### src/rtl/soc_ctrl_rst_seq.sv
// Per-domain reset/clock-enable sequencer: ordered boot, then optional software re-reset of single domains.
// Software re-reset path is built only when SOC_CTRL_RST_SEQ_SW_RST_EN is defined.
module soc_ctrl_rst_seq #(
  parameter int NUM_DOMAINS = 2,
  parameter int GAP_CYCLES  = 16
) (
  input  logic                   ref_clk_i,
  input  logic                   glb_arst_ni,
  input  logic [NUM_DOMAINS-1:0] sw_rst_req_i,
  output logic [NUM_DOMAINS-1:0] sw_rst_ack_o,
  output logic [NUM_DOMAINS-1:0] arst_no,
  output logic [NUM_DOMAINS-1:0] clk_en_o,
  output logic                   done_o
);

  localparam int IDX_W = (NUM_DOMAINS > 1) ? $clog2(NUM_DOMAINS) : 1;
  localparam int CNT_W = $clog2(GAP_CYCLES + 1);

  // Counter is loaded with GAP_CYCLES-1 so that the transition edge is the last cycle of a phase.
  localparam logic [CNT_W-1:0] CNT_LOAD = CNT_W'(GAP_CYCLES - 1);
  localparam logic [CNT_W-1:0] CNT_ONE  = CNT_W'(1'b1);
  localparam logic [CNT_W-1:0] CNT_ZERO = {CNT_W{1'b0}};
  localparam logic [IDX_W-1:0] IDX_ONE  = IDX_W'(1'b1);
  localparam logic [IDX_W-1:0] IDX_ZERO = {IDX_W{1'b0}};
  localparam logic [IDX_W-1:0] LAST_DOM = IDX_W'(NUM_DOMAINS - 1);

  localparam logic [2:0] BOOT_HOLD    = 3'd0;
  localparam logic [2:0] BOOT_RST_REL = 3'd1;
  localparam logic [2:0] BOOT_CLK_ON  = 3'd2;
  localparam logic [2:0] RUN          = 3'd3;
`ifdef SOC_CTRL_RST_SEQ_SW_RST_EN
  localparam logic [2:0] SW_CLK_OFF    = 3'd4;
  localparam logic [2:0] SW_RST_ASSERT = 3'd5;
  localparam logic [2:0] SW_RST_REL    = 3'd6;
  localparam logic [2:0] SW_CLK_ON     = 3'd7;
`endif

  logic [2:0]             state_r, state_s;
  logic [CNT_W-1:0]       cnt_r, cnt_s;
  logic [IDX_W-1:0]       dom_r, dom_s;
  logic [NUM_DOMAINS-1:0] arst_r, arst_s;
  logic [NUM_DOMAINS-1:0] clk_en_r, clk_en_s;
  logic                   done_r, done_s;

`ifdef SOC_CTRL_RST_SEQ_SW_RST_EN
  logic [NUM_DOMAINS-1:0] pending_r, pending_s;
  logic [NUM_DOMAINS-1:0] ack_r, ack_s;
  logic [IDX_W-1:0]       sel_s;

  // Lowest set bit wins; scanning downwards lets the last hit be the smallest index.
  function automatic logic [IDX_W-1:0] lowest_idx(input logic [NUM_DOMAINS-1:0] vec);
    logic [IDX_W-1:0] idx;
    idx = IDX_ZERO;
    for (int i = NUM_DOMAINS - 1; i >= 0; i--) begin
      idx = vec[i] ? IDX_W'(i) : idx;
    end
    return idx;
  endfunction

  assign sel_s        = lowest_idx(pending_r);
  assign sw_rst_ack_o = ack_r;
`else
  logic unused_sw_rst_req_s;
  assign unused_sw_rst_req_s = ^sw_rst_req_i;
  assign sw_rst_ack_o        = {NUM_DOMAINS{1'b0}};
`endif

  assign arst_no  = arst_r;
  assign clk_en_o = clk_en_r;
  assign done_o   = done_r;

  // Next-state, phase timer and next output values.
  always_comb begin
    state_s  = state_r;
    cnt_s    = cnt_r;
    dom_s    = dom_r;
    arst_s   = arst_r;
    clk_en_s = clk_en_r;
`ifdef SOC_CTRL_RST_SEQ_SW_RST_EN
    ack_s     = {NUM_DOMAINS{1'b0}};
    pending_s = pending_r | sw_rst_req_i;
`endif
    if ((state_r != RUN) && (cnt_r != CNT_ZERO)) begin
      cnt_s = cnt_r - CNT_ONE;
    end else begin
      cnt_s = CNT_LOAD;
      case (state_r)
        BOOT_HOLD: begin
          state_s   = BOOT_RST_REL;
          dom_s     = IDX_ZERO;
          arst_s[0] = 1'b1;
        end
        BOOT_RST_REL: begin
          state_s         = BOOT_CLK_ON;
          clk_en_s[dom_r] = 1'b1;
        end
        BOOT_CLK_ON: begin
          if (dom_r == LAST_DOM) begin
            state_s = RUN;
          end else begin
            state_s       = BOOT_RST_REL;
            dom_s         = dom_r + IDX_ONE;
            arst_s[dom_s] = 1'b1;
          end
        end
        RUN: begin
`ifdef SOC_CTRL_RST_SEQ_SW_RST_EN
          if (|pending_r) begin
            state_s          = SW_CLK_OFF;
            dom_s            = sel_s;
            clk_en_s[sel_s]  = 1'b0;
            // A fresh request in the same cycle must survive the clear.
            pending_s[sel_s] = sw_rst_req_i[sel_s];
          end else begin
            state_s = RUN;
          end
`else
          state_s = RUN;
`endif
        end
`ifdef SOC_CTRL_RST_SEQ_SW_RST_EN
        SW_CLK_OFF: begin
          state_s       = SW_RST_ASSERT;
          arst_s[dom_r] = 1'b0;
        end
        SW_RST_ASSERT: begin
          state_s       = SW_RST_REL;
          arst_s[dom_r] = 1'b1;
        end
        SW_RST_REL: begin
          state_s         = SW_CLK_ON;
          clk_en_s[dom_r] = 1'b1;
        end
        SW_CLK_ON: begin
          state_s      = RUN;
          ack_s[dom_r] = 1'b1;
        end
`endif
        default: begin
          state_s  = BOOT_HOLD;
          dom_s    = IDX_ZERO;
          arst_s   = {NUM_DOMAINS{1'b0}};
          clk_en_s = {NUM_DOMAINS{1'b0}};
        end
      endcase
    end
    done_s = (state_s == RUN);
  end

  // State and registered outputs; glb_arst_ni forces everything back to the boot start.
  always_ff @(posedge ref_clk_i or negedge glb_arst_ni) begin
    if (!glb_arst_ni) begin
      state_r   <= BOOT_HOLD;
      cnt_r     <= CNT_LOAD;
      dom_r     <= IDX_ZERO;
      arst_r    <= {NUM_DOMAINS{1'b0}};
      clk_en_r  <= {NUM_DOMAINS{1'b0}};
      done_r    <= 1'b0;
`ifdef SOC_CTRL_RST_SEQ_SW_RST_EN
      pending_r <= {NUM_DOMAINS{1'b0}};
      ack_r     <= {NUM_DOMAINS{1'b0}};
`endif
    end else begin
      state_r   <= state_s;
      cnt_r     <= cnt_s;
      dom_r     <= dom_s;
      arst_r    <= arst_s;
      clk_en_r  <= clk_en_s;
      done_r    <= done_s;
`ifdef SOC_CTRL_RST_SEQ_SW_RST_EN
      pending_r <= pending_s;
      ack_r     <= ack_s;
`endif
    end
  end

endmodule

### config.mk
export PLATFORM = sky130hd
export DESIGN_NAME = soc_ctrl_rst_seq
export DESIGN_NICKNAME = d
export VERILOG_FILES = /design/src/rtl/soc_ctrl_rst_seq.sv
export SDC_FILE = /design/constraint.sdc
export NUM_CORES = 1
export LEC_CHECK = 0
export ABC_CLOCK_PERIOD_IN_PS = 1890
export CORE_AREA = 4 4 43 45
export CTS_BUF_LIST = sky130_fd_sc_hd__clkbuf_8 sky130_fd_sc_hd__clkbuf_16
export DETAILED_ROUTE_END_ITERATION = 7
export DIE_AREA = 0 0 47 49
export MAX_ROUTING_LAYER = met4
export PLACE_DENSITY = 0.67
export SETUP_SLACK_MARGIN = 0.1
export SYNTH_ARGS = -nofsm -noshare
export SYNTH_HDL_FRONTEND = slang
export SYNTH_SLANG_ARGS = --single-unit
### constraint.sdc
create_clock -name ref_clk_i -period 1.89 [get_ports ref_clk_i]
set_input_delay 0.378 -clock ref_clk_i [delete_from_list [all_inputs] [get_ports ref_clk_i]]
set_output_delay 0.378 -clock ref_clk_i [all_outputs]
set_load 0.01 [all_outputs]
# After elaboration in Yosys (flattened, before gate mapping)
# Cells that the tools add are included.
[classes]
n_lt_le_gt_ge = 4
n_mux = 14
n_eq_ne = 6
addsub = 2
reduce_logical = 12
bitwise_logic = 6
[op_table]
columns = ["operator", "count"]
rows = [
  ["equality test 3 x 2 -> 1 bit, second input constant", 3],
  ["one-hot mux 2 bit (4 select lines)", 1],
  ["AND reduction 3 bit", 2],
  ["OR reduction 3 bit", 2],
  ["two-way mux 5 bit", 1],
  ["nonzero test 5 bit", 1],
  ["subtractor 5 x 1 -> 5 bit, second input constant", 1],
  ["less-than comparator 1 x 2 -> 1 bit, second input constant", 2],
  ["two-way mux 2 bit", 2],
  ["inverter 1 bit", 4],
  ["bitwise OR 2 bit", 2],
  ["one-hot mux 1 bit (2 select lines)", 2],
  ["one-hot mux 2 bit (2 select lines)", 1],
  ["AND reduction 2 bit", 2],
  ["equality test 3 x 1 -> 1 bit, second input constant", 1],
  ["logical AND 1 bit", 3],
  ["zero test 3 bit", 1],
  ["two-way mux 1 bit", 3],
  ["two-way mux 3 bit", 1],
  ["!= test 3 x 2 -> 1 bit, second input constant", 1],
  ["one-hot mux 1 bit (3 select lines)", 1],
  ["demux 1 bit (select 1 bit)", 2],
  ["greater-or-equal comparator 1 bit, second input constant", 2],
  ["!= test 2 bit, second input constant", 1],
  ["2 further kinds", 2],
]
[word_totals]
elab_cells = 51
regBits = 14
output_inout_bits = 7
inputBits = 4

# Logic depth before layout (Yosys ltp)
[logic_depth]
depth_word = 8
ltp_mapped = 6
ltp_nobuf = 5

# Worst setup path after synthesis
# OpenSTA, ideal clock, no wires.
[synth_timing]
kind = "flip-flop to flip-flop"
startpoint = "register cnt_r[0]"
endpoint = "register clk_en_r[0] (netlist: clk_en_o[0])"
arrival_time_ps = 1278
slack_ps = 478
n_path_buf = 1
setup_time_ps = 135
stages_incl_launch_ff = 7
period_less_slack_ps = 1412
cell_sequence = "dfstp_2 -> inv_1 -> ha_1 -> nor4b_4 -> buf_6 -> a31oi_1 -> a21oi_2"
[synth_between]
elab_chain_cells = 4
[synth_rtl]
columns = ["element", "line", "rtl"]
rows = [
  ["start, declared", "39", "logic [CNT_W-1:0] cnt_r, cnt_s;"],
  ["start signal, assigned", "165", "cnt_r <= cnt_s;"],
  ["nonzero test 5 bit", "83", "if ((state_r != RUN) && (cnt_r != CNT_ZERO)) begin"],
  ["logical AND 1 bit", "83", ""],
  ["inverter 1 bit (no line)", "n/a", ""],
  ["AND reduction 2 bit (no line)", "n/a", ""],
  ["end signal, assigned", "157", "clk_en_r <= {NUM_DOMAINS{1'b0}};"],
  ["end signal, assigned", "168", "clk_en_r <= clk_en_s;"],
  ["end, declared", "42", "logic [NUM_DOMAINS-1:0] clk_en_r, clk_en_s;"],
]
# Every way passes these cells.
# A chain may end at the register's enable or synchronous reset.

# Final worst setup path
[layout_timing]
startpoint = "register cnt_r[0]"
endpoint = "register dom_r"
[layout_between]
elab_chain_cells = 4
[layout_rtl]
columns = ["element", "line", "rtl"]
rows = [
  ["nonzero test 5 bit", "83", ""],
  ["logical AND 1 bit", "83", ""],
  ["inverter 1 bit (no line)", "n/a", ""],
  ["AND reduction 2 bit (no line)", "n/a", ""],
  ["end signal, assigned", "166", "dom_r <= dom_s;"],
  ["end, declared", "40", "logic [IDX_W-1:0] dom_r, dom_s;"],
]
# Every way passes these cells.

==> out/results.md <==
| Parameter | This run |
|:---|:---|
| Final critical-path share of the clock period | 82.33% |
| CTS max path bufs | 2 |
| Number of synthesized flops with an enable pin | 0 |
| Critical path class | reg2reg |
| Post-synthesis cell count | 56 |
| Final slew viol count | 0 |
| Via density per instance | 5.088 |
| Highest-count cells in the layout ignoring fill and taps | 10 x dfrtp_1, 6 x inv_1, 6 x clkdlybuf4s50_1 |
| Proportion of power drawn by flip-flops and latches | 50.4% |
| Die height | 49 µm |
| Critical path data required time | 2000 ps |
| Shortest clock period the worst path allows after layout | 1556 ps |
| Worst slew slack as a fraction of its limit | 59.18% |
| Die boundary width | 47 µm |
| Number of DRC markers after the initial detailed-route iteration | 11 |
| Final worst clock skew | 2.085 ps |
| Share of Yosys cell area claimed by the top area cell type | 39.06% |
| Summed instance area of the synthesized netlist | 640.6 µm² |
| Largest net degree at the start of global routing | 15 |
| First-pass GRT wire length | 1780 µm |
| Logic gate share of total power | 1.5% |
| Detailed-route via count | 407 |
| Share of post-route cells with drive strength above 1 | 21.88% |
| Cell variety after synth | 26 |
| Number of primary I/O pins | 11 |
| Fraction of registers with async set or reset after synthesis | 100.0% |
| Initial Utilization | 43.54% |
| Count of cells resized by post-cts repair | 0 |
| Largest cells by area after synthesis | dfrtp_1 39%, dfstp_2 16%, a31oi_1 3.9% |
| Pwr dens | 787.5 nW/µm² |
| CP cell instances | inv_1 -> ha_1 -> nor4b_4 -> buf_4 -> a31oi_1 -> o22ai_1 |
| Remaining antenna violation count | 0 |
| Clock Sink Count | 14 |
| Root buf cell | clkbuf_8 |
| Proportion of synthesized chip area in sequential cells | 55.47% |
| Detail-routed net length per standard cell | 13.03 µm |
| Later-pin clock latency in the skew report | 240 ps |
| Number of hold-slack violations in the final timing report | 0 |
| Final nets | 70 |
| Floorplan core area | 1471 µm² |
| Most used flip-flop cell after synthesis | dfrtp_1 |
| Setup bufs post-CTS | 0 |
| Count of unresolved DRC violations after routing | 0 |
| Register clock-pin slew on the reported worst setup and hold paths | 60 ps |
| TritonRoute pass-1 iters | 4 |
| Via count of the first global-routing pass | 418 |
| Number of flip-flops and latches in the synthesized netlist | 14 |
| Lkg Pwr | 0.3280 nW |
| Number of buffers created by CTS | 3 |
| Total inserted antenna cells | 0 |
| Slowest stage cell, crit path | dfstp_2 |
| Internal power consumption | 486.5 µW |
| Final setup violation count | 0 |
| Final core occ | 51.45% |
| Layout-stage area growth over the synthesis result | 18.16% |
| Worst min-delay path class | reg2reg |
| Unrepaired setup endpoints after global routing | false |
| Maximum level of the CTS H-tree | 1 |
| Slew at the pin closest to its max-slew limit | 610.4 ps |
| Largest fanout on the critical path | 14 |
| Clock tree from TritonCTS | yes |
| Number of hold buffers added after cts | 0 |
| TNS Setup | 0 ps |
| DIE AREA | 2303 µm² |
| Most common library cell in the layout ignoring fill and taps | dfrtp_1 |
| Capturing element type of the critical path | register |
| Aggregate global routing overflow | 0 |
| VDD IR-drop max | 0.0005127 V |
| All-layer global routing usage | 11.16% |
| Fmax | 642.7 MHz |
| Power share of the clock group | 48.1% |
| Result of the run | finished clean |
| Reported net switching power | 109.6 µW |
| Placer Congestion | 0.7720 |
| Data arrival, critical path | 1670 ps |
| Number of port buffers | 6 |
| Crit path launch type | register |
| Largest area contributor in the synthesized netlist | dfrtp_1 |
| Synthesis warning total | 0 |
| Detailed-placement wirelength estimate | 732.9 µm |
| Site Rows | 14 |
| Fraction of power spent switching nets | 18.39% |
| Initial antenna violation count | 0 |
| Post-Synthesis Mean Instance Area | 11.44 µm² |
| Max-Cap Viols | 0 |
| Slowest stage delay, CP | 540 ps |
| Aggregate routed wire length | 1042 µm |
## power groups by stage
stage	registers (mW)	clock network, mW	logic [mW]
CTS	0.300	0.296	0.00957
finish	0.300	0.287	0.00915
global route	0.300	0.319	0.0106
global placement	0.305	0	0.00929
floorplan	0.305	0	0.00479
detailed placement	0.305	0	0.00955
## cells in the mapped netlist (all sizes together) (2+ instances only)
| master | n |
|---|---|
| xnor2 | 2 |
| nor2b | 2 |
| buf | 3 |
| a31oi | 4 |
| dfrtp | 10 |
| nor3 | 2 |
| a21oi | 5 |
| nand2 | 4 |
| inv | 6 |
| o22ai | 2 |
| dfstp | 4 |
## final cells by class
type                            instances  area [µm²]
Clock buffer                            4       55.05
Sequential cell                        14       355.3
Inverter                                6       22.52
Tap cell                               16       20.02
Multi-Input combinational cell         33       236.5
Timing Repair Buffer                    7       67.56
Fill cell                             140       714.4
## metal layers
| metal | global-route usage, % | share of wire (%) |
|---|---|---|
| met4 | 8.295 | 2.8 |
| met5 | - | 0 |
| met2 | 14.25 | 43 |
| met1 | 14.35 | 52 |
| met3 | 3.321 | 2.2 |
## cell families after synthesis
family	share of synthesized area [%]
compound gates	15.04
xor+xnor	2.735
fa+ha+maj	1.953
buf+inv	8.202
flops	55.47
mux	1.758
other cells	0.5854
simple gates	14.26
## flip-flops by register name, summed over array words and instances (netlist names)
register  flops
clk_en_o      2
dom_r         1
done_o        1
arst_no       2
cnt_r         5
state_r       3
## critical path: cells and delay by family, from the launching register on
family,cells,cell delay (ps)
flip-flops,1,540
AND/OR/NAND/NOR,1,150
AO/OA/AOI/OAI,2,280
buffers and inverters,2,220
adder cells (fa/ha/maj),1,220
## path summary, 6_finish.rpt
path	startpoint	to	slack, ps	cells after the start
min in group asynchronous	glb_arst_ni	state_r[2]	520	1
worst max register to register	cnt_r[0]	dom_r	330	6
worst min-delay path	cnt_r[0]	cnt_r[0]	460	1
worst max-delay path	cnt_r[0]	dom_r	330	6
worst min register to register	cnt_r[0]	cnt_r[0]	460	1
max in group asynchronous	glb_arst_ni	state_r[1]	980	1
## per-stage QoR
| step | hold slack, ps | std cells | total power, mW | worst slack [ps] | area, µm² |
|---|---|---|---|---|---|
| floorplan | 82.41 | 57 | 0.3102 | 477.7 | 644.4 |
| global placement | 440.6 | 76 | 0.3146 | 342.6 | 701.9 |
| detailed placement | 443.2 | 76 | 0.3149 | 324.2 | 701.9 |
| CTS | 457.3 | 80 | 0.6056 | 326.8 | 757.0 |
| global route | 467.0 | 80 | 0.6293 | 247.9 | 757.0 |
| finish | 455.2 | 80 | 0.5961 | 334.0 | 757.0 |
Power figures use the tool's default switching activity.
==> edit (config.mk and constraints unchanged) <==
The parameter `GAP_CYCLES` goes from 16 to 32.
--- a/src/rtl/soc_ctrl_rst_seq.sv
+++ b/src/rtl/soc_ctrl_rst_seq.sv
@@ -2,7 +2,7 @@
 // Software re-reset path is built only when SOC_CTRL_RST_SEQ_SW_RST_EN is defined.
 module soc_ctrl_rst_seq #(
   parameter int NUM_DOMAINS = 2,
-  parameter int GAP_CYCLES  = 16
+  parameter int GAP_CYCLES  = 32
 ) (
   input  logic                   ref_clk_i,
   input  logic                   glb_arst_ni,
Check against the original RTL: same outputs for any inputs over 10 cycles, from zero or initial values and one cycle with glb_arst_ni low; that may be too few to reach the edited logic, so the function may still have changed.
==> edit against the original RTL <==
Total power shrank 2.6%; combinational power is 23% higher; synthesized area increased by 18%; sequential cell count increased by 1; cell area rose by 15%; setup slack better by 0.021 ns; sequential share of layout area shrank 3.2 points; fmax increased by 1.4%; wire length increased by 23%; via count up 26%; largest cell class unchanged; highest routed layer unchanged.
==> edit: results (changes against the original RTL) <==
| Metric | Value |
|---|---|
| Run status | `finished clean (unchanged)` |
| Family with the most delay on the worst path | `flip-flops (unchanged)` |
| DP Wirelength | `936 µm (was 733 µm)` |
| Met1 usage | `18.6% (was 14.4%)` |
| Met3 global-route usage | `4.43% (was 3.32%)` |
| Finished Layout Cells | `93 (was 80)` |
| Synth top cells by count | `dfrtp_1, dfstp_2, a21oi_1, nand2_1 (was dfrtp_1, inv_1, a31oi_1, dfstp_2, nand2_1)` |
| Sequential element share of the synthesized area | `50.4% (was 55.5%)` |
| Crit Path Max Fanout | `6 (was 14)` |
| Mean Syn Cell Area | `11.1 µm² (was 11.4 µm²)` |
| Share of cells above drive strength 1 | `23.4% (was 21.9%)` |
| Largest net degree at the start of global routing | `11 (was 15)` |
| Met3 WL post-DR | `56 µm (was 23 µm)` |
| Met2 Resource Use GR | `19.7% (was 14.3%)` |
| DRT Pass-1 Iters | `3 (was 4)` |
| Peak VDD IR | `481 µV (was 513 µV)` |
| Vias | `514 (was 407)` |
| Drt total wl | `1280 µm (was 1040 µm)` |
| Clock Skew | `0.000953 ns (was 0.00208 ns)` |
| Pre-CTS WS | `0.362 ns (was 0.324 ns)` |
| FF/Latch Area | `382 µm² (was 355 µm²)` |
| Iter 0 DRT Violations | `8 (was 11)` |
| Filler cells | `134 (was 140)` |
| RePlAce Congestion | `0.733 (was 0.772)` |
| Slew @ Worst Pin | `0.537 ns (was 0.610 ns)` |
| Top flop regs | `cnt_r: 6 flops, state_r: 3 flops (was cnt_r: 5 flops, state_r: 3 flops)` |
| Int Power | `0.468 mW (was 0.486 mW)` |
| Global-route wire length before repair | `2280 µm (was 1780 µm)` |
| DP Area | `828 µm² (was 702 µm²)` |
| Wire length on met1 | `624 µm (was 541 µm)` |
| Top cells by area in the synthesized netlist | `dfrtp_1, dfstp_2, ha_1 (was dfrtp_1, dfstp_2, a31oi_1)` |
| Pleak | `0.374 nW (was 0.328 nW)` |
| # nets final | `84 (was 70)` |
| HP Class | `in2async (was reg2reg)` |
| Global router's overall resource usage | `13.8% (was 11.2%)` |
| Met2 wire len | `591 µm (was 448 µm)` |
## edit: cell types whose count changed after synthesis, sizes merged, moves of 2 or more
cell | before | now
a21boi | 0 | 2
inv | 6 | 3
nand2b | 0 | 2
a31oi | 4 | 1
o22ai | 2 | 0
nor2 | 1 | 4
o21ai | 0 | 4
nor3b | 0 | 2
## edit: cell families after synthesis
family          count (synthesis)  synth area share, %
buf+inv                         6                 4.13
other cells                     1                0.495
fa+ha+maj                       2                 3.31
simple gates                   24                 22.3
xor+xnor                        2                 2.31
flops                          15                 50.4
compound gates                 18                 17.0
## edit: power by group through the flow
stage               clock, mW  sequential (mW)  combinational (mW)
floorplan                   0            0.327             0.00479
global placement            0            0.327              0.0116
finish                  0.247            0.322              0.0113
CTS                     0.254            0.322              0.0117
global route            0.270            0.322              0.0131
detailed placement          0            0.327              0.0117
## edit: path summary, 6_finish.rpt
| check | startpoint | endpoint | slack [ns] | cells past startpoint |
|---|---|---|---|---|
| setup / recovery | cnt_r[0] | cnt_r[4] | 0.35 | 5 |
| hold / removal | glb_arst_ni | state_r[0] | 0.41 | 1 |
| setup reg to reg | cnt_r[0] | cnt_r[4] | 0.35 | 5 |
| hold reg to reg | cnt_r[0] | cnt_r[0] | 0.45 | 1 |
| max in group asynchronous | glb_arst_ni | cnt_r[1] | 0.95 | 2 |
| min in group ref_clk_i | cnt_r[0] | cnt_r[0] | 0.45 | 1 |
## edit: layout make-up
class | count | area share, %
well taps | 16 | 2.29
clock buffers | 3 | 4.73
flip-flops and latches | 15 | 43.7
clock inverters | 1 | 0.430
multi-input cells | 48 | 39.8
inverters | 3 | 1.29
repair buffers | 7 | 7.74
